**src/rtl/hm_trn_tx_buf.sv**
```systemverilog
// rtl/hm_trn_tx_buf.sv - store-and-forward TLP buffer driving one TRN transmit arbiter master port
module hm_trn_tx_buf #(
    parameter int AW = 5
) (
    input  logic          trn_clk,
    input  logic          trn_rst_n,
    input  logic          wr_valid,
    output logic          wr_ready,
    input  logic [63:0]   wr_data,
    input  logic          wr_rem_n,
    input  logic          wr_eof,
    output logic [AW:0]   pkt_cnt,
    output logic [AW:0]   level,
    output logic          m_trn_cyc_n,
    output logic [63:0]   m_trn_td,
    output logic          m_trn_trem_n,
    output logic          m_trn_tsof_n,
    output logic          m_trn_teof_n,
    output logic          m_trn_tsrc_rdy_n,
    output logic          m_trn_tsrc_dsc_n,
    output logic          m_trn_terrfwd_n,
    output logic          m_trn_tstr_n,
    input  logic          m_trn_tdst_rdy_n,
    input  logic [5:0]    m_trn_tbuf_av,
    input  logic          m_trn_terr_drop_n
);

    localparam int DEPTH = 1 << AW;

    typedef enum logic [1:0] {
        ST_IDLE = 2'd0,
        ST_XFER = 2'd1,
        ST_GAP  = 2'd2
    } state_t;

    // Entry layout: {eof, rem_n, data}
    logic [65:0]  mem [DEPTH];
    logic [AW:0]  wr_ptr;
    logic [AW:0]  rd_ptr;
    logic [65:0]  head;
    logic         full;
    logic         wr_fire;
    logic         rd_fire;
    logic         eof_in;
    logic         eof_out;
    logic         first;
    state_t       state;
    state_t       state_nxt;
    logic         unused_inputs;

    assign unused_inputs = ^{m_trn_tbuf_av, m_trn_terr_drop_n};

    assign full     = (wr_ptr ^ rd_ptr) == {1'b1, {AW{1'b0}}};
    assign wr_ready = ~full;
    assign wr_fire  = wr_valid & ~full;
    assign head     = mem[rd_ptr[AW-1:0]];
    assign rd_fire  = (state == ST_XFER) & ~m_trn_tdst_rdy_n;
    assign eof_in   = wr_fire & wr_eof;
    assign eof_out  = rd_fire & head[65];
    assign level    = wr_ptr - rd_ptr;

    always_ff @(posedge trn_clk) begin
        if (wr_fire) begin
            mem[wr_ptr[AW-1:0]] <= {wr_eof, wr_rem_n, wr_data};
        end
    end

    always_ff @(posedge trn_clk or negedge trn_rst_n) begin
        if (!trn_rst_n) begin
            wr_ptr <= '0;
            rd_ptr <= '0;
        end else begin
            if (wr_fire) begin
                wr_ptr <= wr_ptr + 1'b1;
            end
            if (rd_fire) begin
                rd_ptr <= rd_ptr + 1'b1;
            end
        end
    end

    // Only whole TLPs are counted, so the bus is never requested for a partial packet.
    always_ff @(posedge trn_clk or negedge trn_rst_n) begin
        if (!trn_rst_n) begin
            pkt_cnt <= '0;
        end else begin
            case ({eof_in, eof_out})
                2'b10:   pkt_cnt <= pkt_cnt + 1'b1;
                2'b01:   pkt_cnt <= pkt_cnt - 1'b1;
                default: pkt_cnt <= pkt_cnt;
            endcase
        end
    end

    always_ff @(posedge trn_clk or negedge trn_rst_n) begin
        if (!trn_rst_n) begin
            state <= ST_IDLE;
        end else begin
            state <= state_nxt;
        end
    end

    always_ff @(posedge trn_clk or negedge trn_rst_n) begin
        if (!trn_rst_n) begin
            first <= 1'b0;
        end else if (rd_fire) begin
            first <= 1'b0;
        end else if ((state == ST_IDLE) && (pkt_cnt != '0)) begin
            first <= 1'b1;
        end
    end

    always_comb begin
        state_nxt = state;
        case (state)
            ST_IDLE: begin
                if (pkt_cnt != '0) begin
                    state_nxt = ST_XFER;
                end
            end
            ST_XFER: begin
                if (eof_out) begin
                    state_nxt = ST_GAP;
                end
            end
            ST_GAP:  state_nxt = ST_IDLE;
            default: state_nxt = ST_IDLE;
        endcase
    end

    // Bus outputs depend on state only, so they hold steady while the destination stalls.
    always_comb begin
        m_trn_cyc_n      = 1'b1;
        m_trn_tsrc_rdy_n = 1'b1;
        m_trn_td         = 64'd0;
        m_trn_trem_n     = 1'b1;
        m_trn_tsof_n     = 1'b1;
        m_trn_teof_n     = 1'b1;
        if (state == ST_XFER) begin
            m_trn_cyc_n      = 1'b0;
            m_trn_tsrc_rdy_n = 1'b0;
            m_trn_td         = head[63:0];
            m_trn_trem_n     = head[64];
            m_trn_tsof_n     = ~first;
            m_trn_teof_n     = ~head[65];
        end
    end

    assign m_trn_tsrc_dsc_n = 1'b1;
    assign m_trn_terrfwd_n  = 1'b1;
    assign m_trn_tstr_n     = 1'b1;

endmodule

```
**config.mk**
```make
export PLATFORM = sky130hd
export DESIGN_NAME = hm_trn_tx_buf
export DESIGN_NICKNAME = d
export VERILOG_FILES = /design/src/rtl/hm_trn_tx_buf.sv
export SDC_FILE = /design/constraint.sdc
export NUM_CORES = 2
export LEC_CHECK = 0
export BUFFER_PORTS_ARGS = -buffer_cell sky130_fd_sc_hd__buf_2
export CAP_MARGIN = 5
export CORE_ASPECT_RATIO = 1.5
export CORE_MARGIN = 4
export CORE_UTILIZATION = 55
export CTS_CLUSTER_SIZE = 30
export DETAILED_ROUTE_END_ITERATION = 8
export PLACE_DENSITY = 0.77
export RECOVER_POWER = 50
export SYNTH_ARGS = -nofsm -noshare
export SYNTH_HDL_FRONTEND = slang
export SYNTH_SLANG_ARGS = --single-unit
```
**constraint.sdc**
```tcl
create_clock -name trn_clk -period 8.9 [get_ports trn_clk]
set_clock_uncertainty 0.1 [all_clocks]
set_input_delay 2.67 -clock trn_clk [delete_from_list [all_inputs] [get_ports trn_clk]]
set_output_delay 2.67 -clock trn_clk [all_outputs]
set_load 0.02 [all_outputs]
```
# --- Word level (Yosys, flattened, before mapping) ---
# Memories as Yosys holds them, arrays and structs flattened.
# Index checks and enable logic that the tools add are counted.
classes:
  n_eq_ne: 6
  n_mux: 13
  add_sub_neg: 5
  n_reduce_logical: 6
  n_bitwise: 9
op_table:
  columns: ["cell", "count"]
  rows:
  - ["64-bit two-way mux", 1]
  - ["6-bit by 1-bit adder with 6-bit output, second input constant", 3]
  - ["6-bit one-hot mux with 2 select lines", 1]
  - ["1-bit two-way mux", 8]
  - ["6-bit == test, second input constant", 1]
  - ["6-bit nonzero test", 1]
  - ["6-bit by 1-bit subtractor with 6-bit output, second input constant", 1]
  - ["6-bit subtractor", 1]
  - ["6-bit XOR", 1]
  - ["1-bit AND", 4]
  - ["2-bit by 1-bit == test with 1-bit output, second input constant", 2]
  - ["2-bit two-way mux", 2]
  - ["1-bit inverter", 4]
  - ["2-bit one-hot mux with 2 select lines", 1]
  - ["2-bit nonzero test", 2]
  - ["2-bit == test, second input constant", 1]
  - ["2-bit logical NOT", 1]
  - ["2-bit by 1-bit != test with 1-bit output, second input constant", 1]
  - ["2-bit != test, second input constant", 1]
  - ["2-bit AND reduction", 1]
  - ["1-bit logical AND", 1]
totals:
  inputBits: 77
  regBits: 21
  memories: 1
  mem_bits_rw: 2112
  out_inout_bits: 85
  word_cells: 45
mem_list:
  columns: ["memory", "words", "word_bits", "rd", "rd_clocked_by_memory_dff", "write_ports", "line", "text"]
  rows:
  - ["mem", 32, 66, 1, 0, 1, "37", "logic [65:0] mem [DEPTH];"]

# --- Depth between registers and ports, before layout ---
depth:
  depth_word: 7
  mapped_depth: 20
  mapped_depth_nobuf: 14

# --- Worst setup path after synthesis ---
# OpenSTA, ideal clock, no wires.
synth_path:
  path_type: "input port to flip-flop"
  from: "input wr_valid"
  to: "memory mem[15][0], enable pin"
  t_required_ns: 8.309
  setup_time_ns: 0.491
  arrival_time_ns: 6.072
  setup_slack_ns: 2.238
  cell_stages: 5
  path_cell_list: "and2_1 clkbuf_1 nand2_1 buf_2 nor2_1"
synth_via:
  elab_chain_cells: 3
synth_lines:
  columns: ["item", "line", "text"]
  rows:
  - ["start: declaration", "7", "input logic wr_valid,"]
  - ["1-bit AND", "55", "assign wr_fire = wr_valid & ~full;"]
  - ["1-bit two-way mux", "63", "if (wr_fire) begin"]
  - ["1-bit two-way mux (not written as such)", "64", "mem[wr_ptr[AW-1:0]] <= {wr_eof, wr_rem_n, wr_data};"]
  - ["end: declaration", "37", null]
# No other way between the ends.

# --- Worst setup path after layout ---
layout_path:
  from: "register rd_ptr[2]"
  to: "output m_trn_td[5]"
layout_via:
  elab_chain_cells: 2
layout_lines:
  columns: ["item", "line", "text"]
  rows:
  - ["start: declaration", "39", "logic [AW:0] rd_ptr;"]
  - ["start signal: assignment", "77", "rd_ptr <= rd_ptr + 1'b1;"]
  - ["memory read 32 x 66 bit", null, null]
  - ["64-bit two-way mux", "139", "if (state == ST_XFER) begin"]
  - ["end: declaration", "15", "output logic [63:0] m_trn_td,"]
# No other way between the ends.

==> summary.txt <==
Synthesis
  – Share of the yosys chip area belonging to registers: 78.2%
  – Yosys top cell by area: sky130_fd_sc_hd__edfxtp_1
  – Post-synthesis xor/xnor area fraction: 0.225%
  – Share of Yosys cell area claimed by the top area cell type: 77.5%
  – Distinct cell type count of the synthesized netlist: 43
  – Number of synthesized flops with an enable pin: 2,112
  – Count of state elements after synthesis: 2,133
  – Dominant cell by count in the synthesized netlist: sky130_fd_sc_hd__edfxtp_1
  – Top post-synthesis cells by count: 2,112 x sky130_fd_sc_hd__edfxtp_1, 525 x sky130_fd_sc_hd__mux4_2, 268 x sky130_fd_sc_hd__mux2i_1
  – Synthesized-area fraction occupied by adder cells: 0.223%
  – Main combinational cell family by area after synthesis: multiplexers
  – Most frequently used flop master after synthesis: sky130_fd_sc_hd__edfxtp_1
  – Fraction of registers with async set or reset after synthesis: 0.985%
  – Cell types occupying the most area after synthesis: sky130_fd_sc_hd__edfxtp_1 78%, sky130_fd_sc_hd__mux4_2 14%, sky130_fd_sc_hd__mux2i_1 3.3%
  – Synthesized-area fraction occupied by and/or/nand/nor cells: 0.650%
  – Synthesized instance count: 3,431
  – Multiplexer fraction of the synthesized cell area: 17.8%
  – Compound-Gate Fraction of Synth Area: 1.56%
  – Post-synthesis area per instance: 23.8 µm²
  – Netlist Area Pre-Place: 81,800 µm²
  – Number of synthesis warnings: 0

CTS
  – H-tree lvl count: 4
  – Clk slew on worst S/H paths: 0.07 ns
  – Root cell of the clock tree: sky130_fd_sc_hd__clkbuf_16
  – Number of CTS-inserted buffers: 179
  – CTS Hold Buffers Added: 0
  – Clk Latency, worst-skew pair: 0.81 ns
  – Buffers inserted during post-CTS setup optimization: 0
  – Clk sinks: 2,133
  – Number of cells upsized or downsized after cts: 0
  – CTS tree: done
  – Maximum clock insertion buffer count: 3

Global routing
  – Antenna violations before repair: 18
  – Final global-route overflow total: 0
  – First-pass GRT wire length: 284 mm
  – Total routing usage reported by global routing: 25.8%
  – Pin count of the biggest net entering global routing: 132
  – Number of global-route vias before repair: 39,492

STA
  – Hold Fails Final Rpt: 0
  – Time the worst path needs with I/O delays and setup: 7.56 ns
  – Achievable clock frequency: 132 MHz
  – Post-Route Setup TNS: 0 ns
  – Slew HR: -10.7%
  – Unrepaired setup endpoints after global routing: no
  – Worst slew pin tran: 1.66 ns
  – Pins Over Slew Limit: 28
  – Count of endpoints failing setup in the final report: 0
  – Share of the clock period used by the worst path after layout: 85.0%
  – Min Hold Slack: 0.395 ns

Floorplanning
  – Core box area: 148,000 µm²
  – Total die area: 155,000 µm²
  – Initial cell density of the core: 55.2%
  – Die height: 480 µm
  – I/O Pins: 162
  – Cell Rows: 173
  – X dimension of the die: 323 µm

Power and ir drop
  – Power density of the placed cells: 311 nW/µm²
  – Leakage power: 28.7 nW
  – Worst ir drop on vdd: 0.264 mV

Drt
  – Total iterations of the first detailed-routing run: 6
  – Total number of vias: 38,710
  – Highest routed metal layer: met5
  – Residual DRC count: 0
  – Antenna violation net count after detailed routing: 0
  – Routed wire length: 198 mm
  – Routed met1 length: 68.2 mm
  – Number of DRC markers in iteration 0: 5,636
  – Routed length on met2: 102 mm
  – Met3 wire length: 20.4 mm
  – Average wire per cell in the routed design: 34.6 µm
  – Vias per std cell: 6.75

Layout
  – Footprint of the flip-flops and latches: 64,000 µm²
  – Growth of design area from synthesis to finish: 11.0%
  – Final core occ: 61.3%
  – # nets final: 3,750
  – Number of non-filler instances in the completed layout: 5,738
  – Multi-input combinational cell area: 17,000 µm²
  – Share of final-layout standard cells stronger than drive strength 1: 26.1%
  – Post-route standard cell area excluding fillers: 90,800 µm²
  – Fillcell total: 9,716

Setup path
  – Critical path class: reg2out
  – Worst setup SP type: flip-flop
  – Required time worst endpoint: 6.13 ns
  – Endpoint arrival time on the critical path: 4.79 ns
  – Maximum fanout encountered on the critical timing path: 60
  – Worst Setup End Kind: output port

Place
  – GP Congestion: 0.757
  – Placement-stage cell area: 85,100 µm²
  – Number of buffers inserted by port buffering: 151
  – DP Cell Count: 5,402
  – Post-DP HPWL: 96.6 mm

Job
  – Maxcap violations: 1

Outcome
  – Status: finished, violations left
  – Violations in the final reports: max-capacitance violations, max-slew violations

Min path
  – Hold Path Class: reg2reg
## cell usage in the layout (no fill, tap or decap), types with 9 or more instances in the layout
master / count
sky130_fd_sc_hd__a21oi_1: 10
sky130_fd_sc_hd__o21ai_0: 10
sky130_fd_sc_hd__clkbuf_1: 106
sky130_fd_sc_hd__clkinv_2: 33
sky130_fd_sc_hd__bufinv_16: 18
sky130_fd_sc_hd__xor2_1: 12
sky130_fd_sc_hd__o221ai_1: 64
sky130_fd_sc_hd__dfrtp_1: 19
sky130_fd_sc_hd__clkbuf_16: 180
sky130_fd_sc_hd__o22a_1: 65
sky130_fd_sc_hd__nand2_1: 13
sky130_fd_sc_hd__clkinvlp_4: 12
sky130_fd_sc_hd__buf_12: 24
sky130_fd_sc_hd__mux4_2: 525
sky130_fd_sc_hd__nor2_1: 29
sky130_fd_sc_hd__buf_2: 80
sky130_fd_sc_hd__clkinv_1: 28
sky130_fd_sc_hd__buf_4: 58
sky130_fd_sc_hd__xnor2_1: 9
sky130_fd_sc_hd__nor2_4: 27
sky130_fd_sc_hd__diode_2: 13
sky130_fd_sc_hd__edfxtp_1: 2112
sky130_fd_sc_hd__ha_1: 13
sky130_fd_sc_hd__mux2i_1: 268
## area by class of cell
class,count,area share [%]
multi-input cells,1102,18.7
clock inverters,107,1.31
inverters,10,0.0537
diodes,13,0.0358
well taps,1925,2.65
repair buffers,233,1.74
flip-flops and latches,2133,70.4
clock buffers,215,5.11
## layer usage
metal,vias up,track usage [%]
met3,473,5.04
met5,-,0
met4,4,10.5
met1,20480,33.7
li1,15169,-
met2,2584,43.3
## state kept, by name, indices dropped and copies added (netlist names)
register	flops
mem	2112
pkt_cnt	6
first	1
wr_ptr	6
rd_ptr	6
state	2
## cell families (layout without fill, tap and decap cells)
logic type,Yosys count,after routing
other,1,16
flip-flops,2133,2133
multiplexers,794,794
XOR/XNOR,21,21
buffers and inverters,198,565
AND/OR/NAND/NOR,115,115
adder cells (fa/ha/maj),14,14
AO/OA/AOI/OAI,155,155
## final timing paths
path                                start          end  slack (ns)  cells past startpoint
min in group asynchronous       trn_rst_n   pkt_cnt[3]        2.04                      1
worst min register to register  wr_ptr[5]    wr_ptr[5]        0.39                      1
max in group asynchronous       trn_rst_n    rd_ptr[0]        5.71                      1
worst min-delay path            wr_ptr[5]    wr_ptr[5]        0.39                      1
worst max register to register  rd_ptr[1]   mem[9][52]        2.46                      8
worst max-delay path            rd_ptr[2]  m_trn_td[5]        1.34                      5
## per-stage QoR
| step | worst slack (ns) | power [mW] |
|---|---|---|
| after floorplan | 2.24 | 18.1 |
| after global placement | 2.71 | 20.5 |
| after detailed placement | 2.68 | 20.6 |
| after CTS | 1.82 | 28.4 |
| after global routing | 1.17 | 29.3 |
| final | 1.34 | 28.3 |
## power by group
part,internal (mW),switching (mW)
logic,3.54,4.85
registers,11.7,0.347
clock network,4.28,3.58
total,19.5,8.77
## critical path: stages (launching register included)
cell and delay, ns:
sky130_fd_sc_hd__dfrtp_1 1.46, sky130_fd_sc_hd__buf_4 1.09, sky130_fd_sc_hd__mux4_2 0.42, sky130_fd_sc_hd__mux2i_1 0.08
sky130_fd_sc_hd__o221ai_1 0.60, sky130_fd_sc_hd__buf_2 0.29
Note: power is estimated with default switching activity, not from simulation.
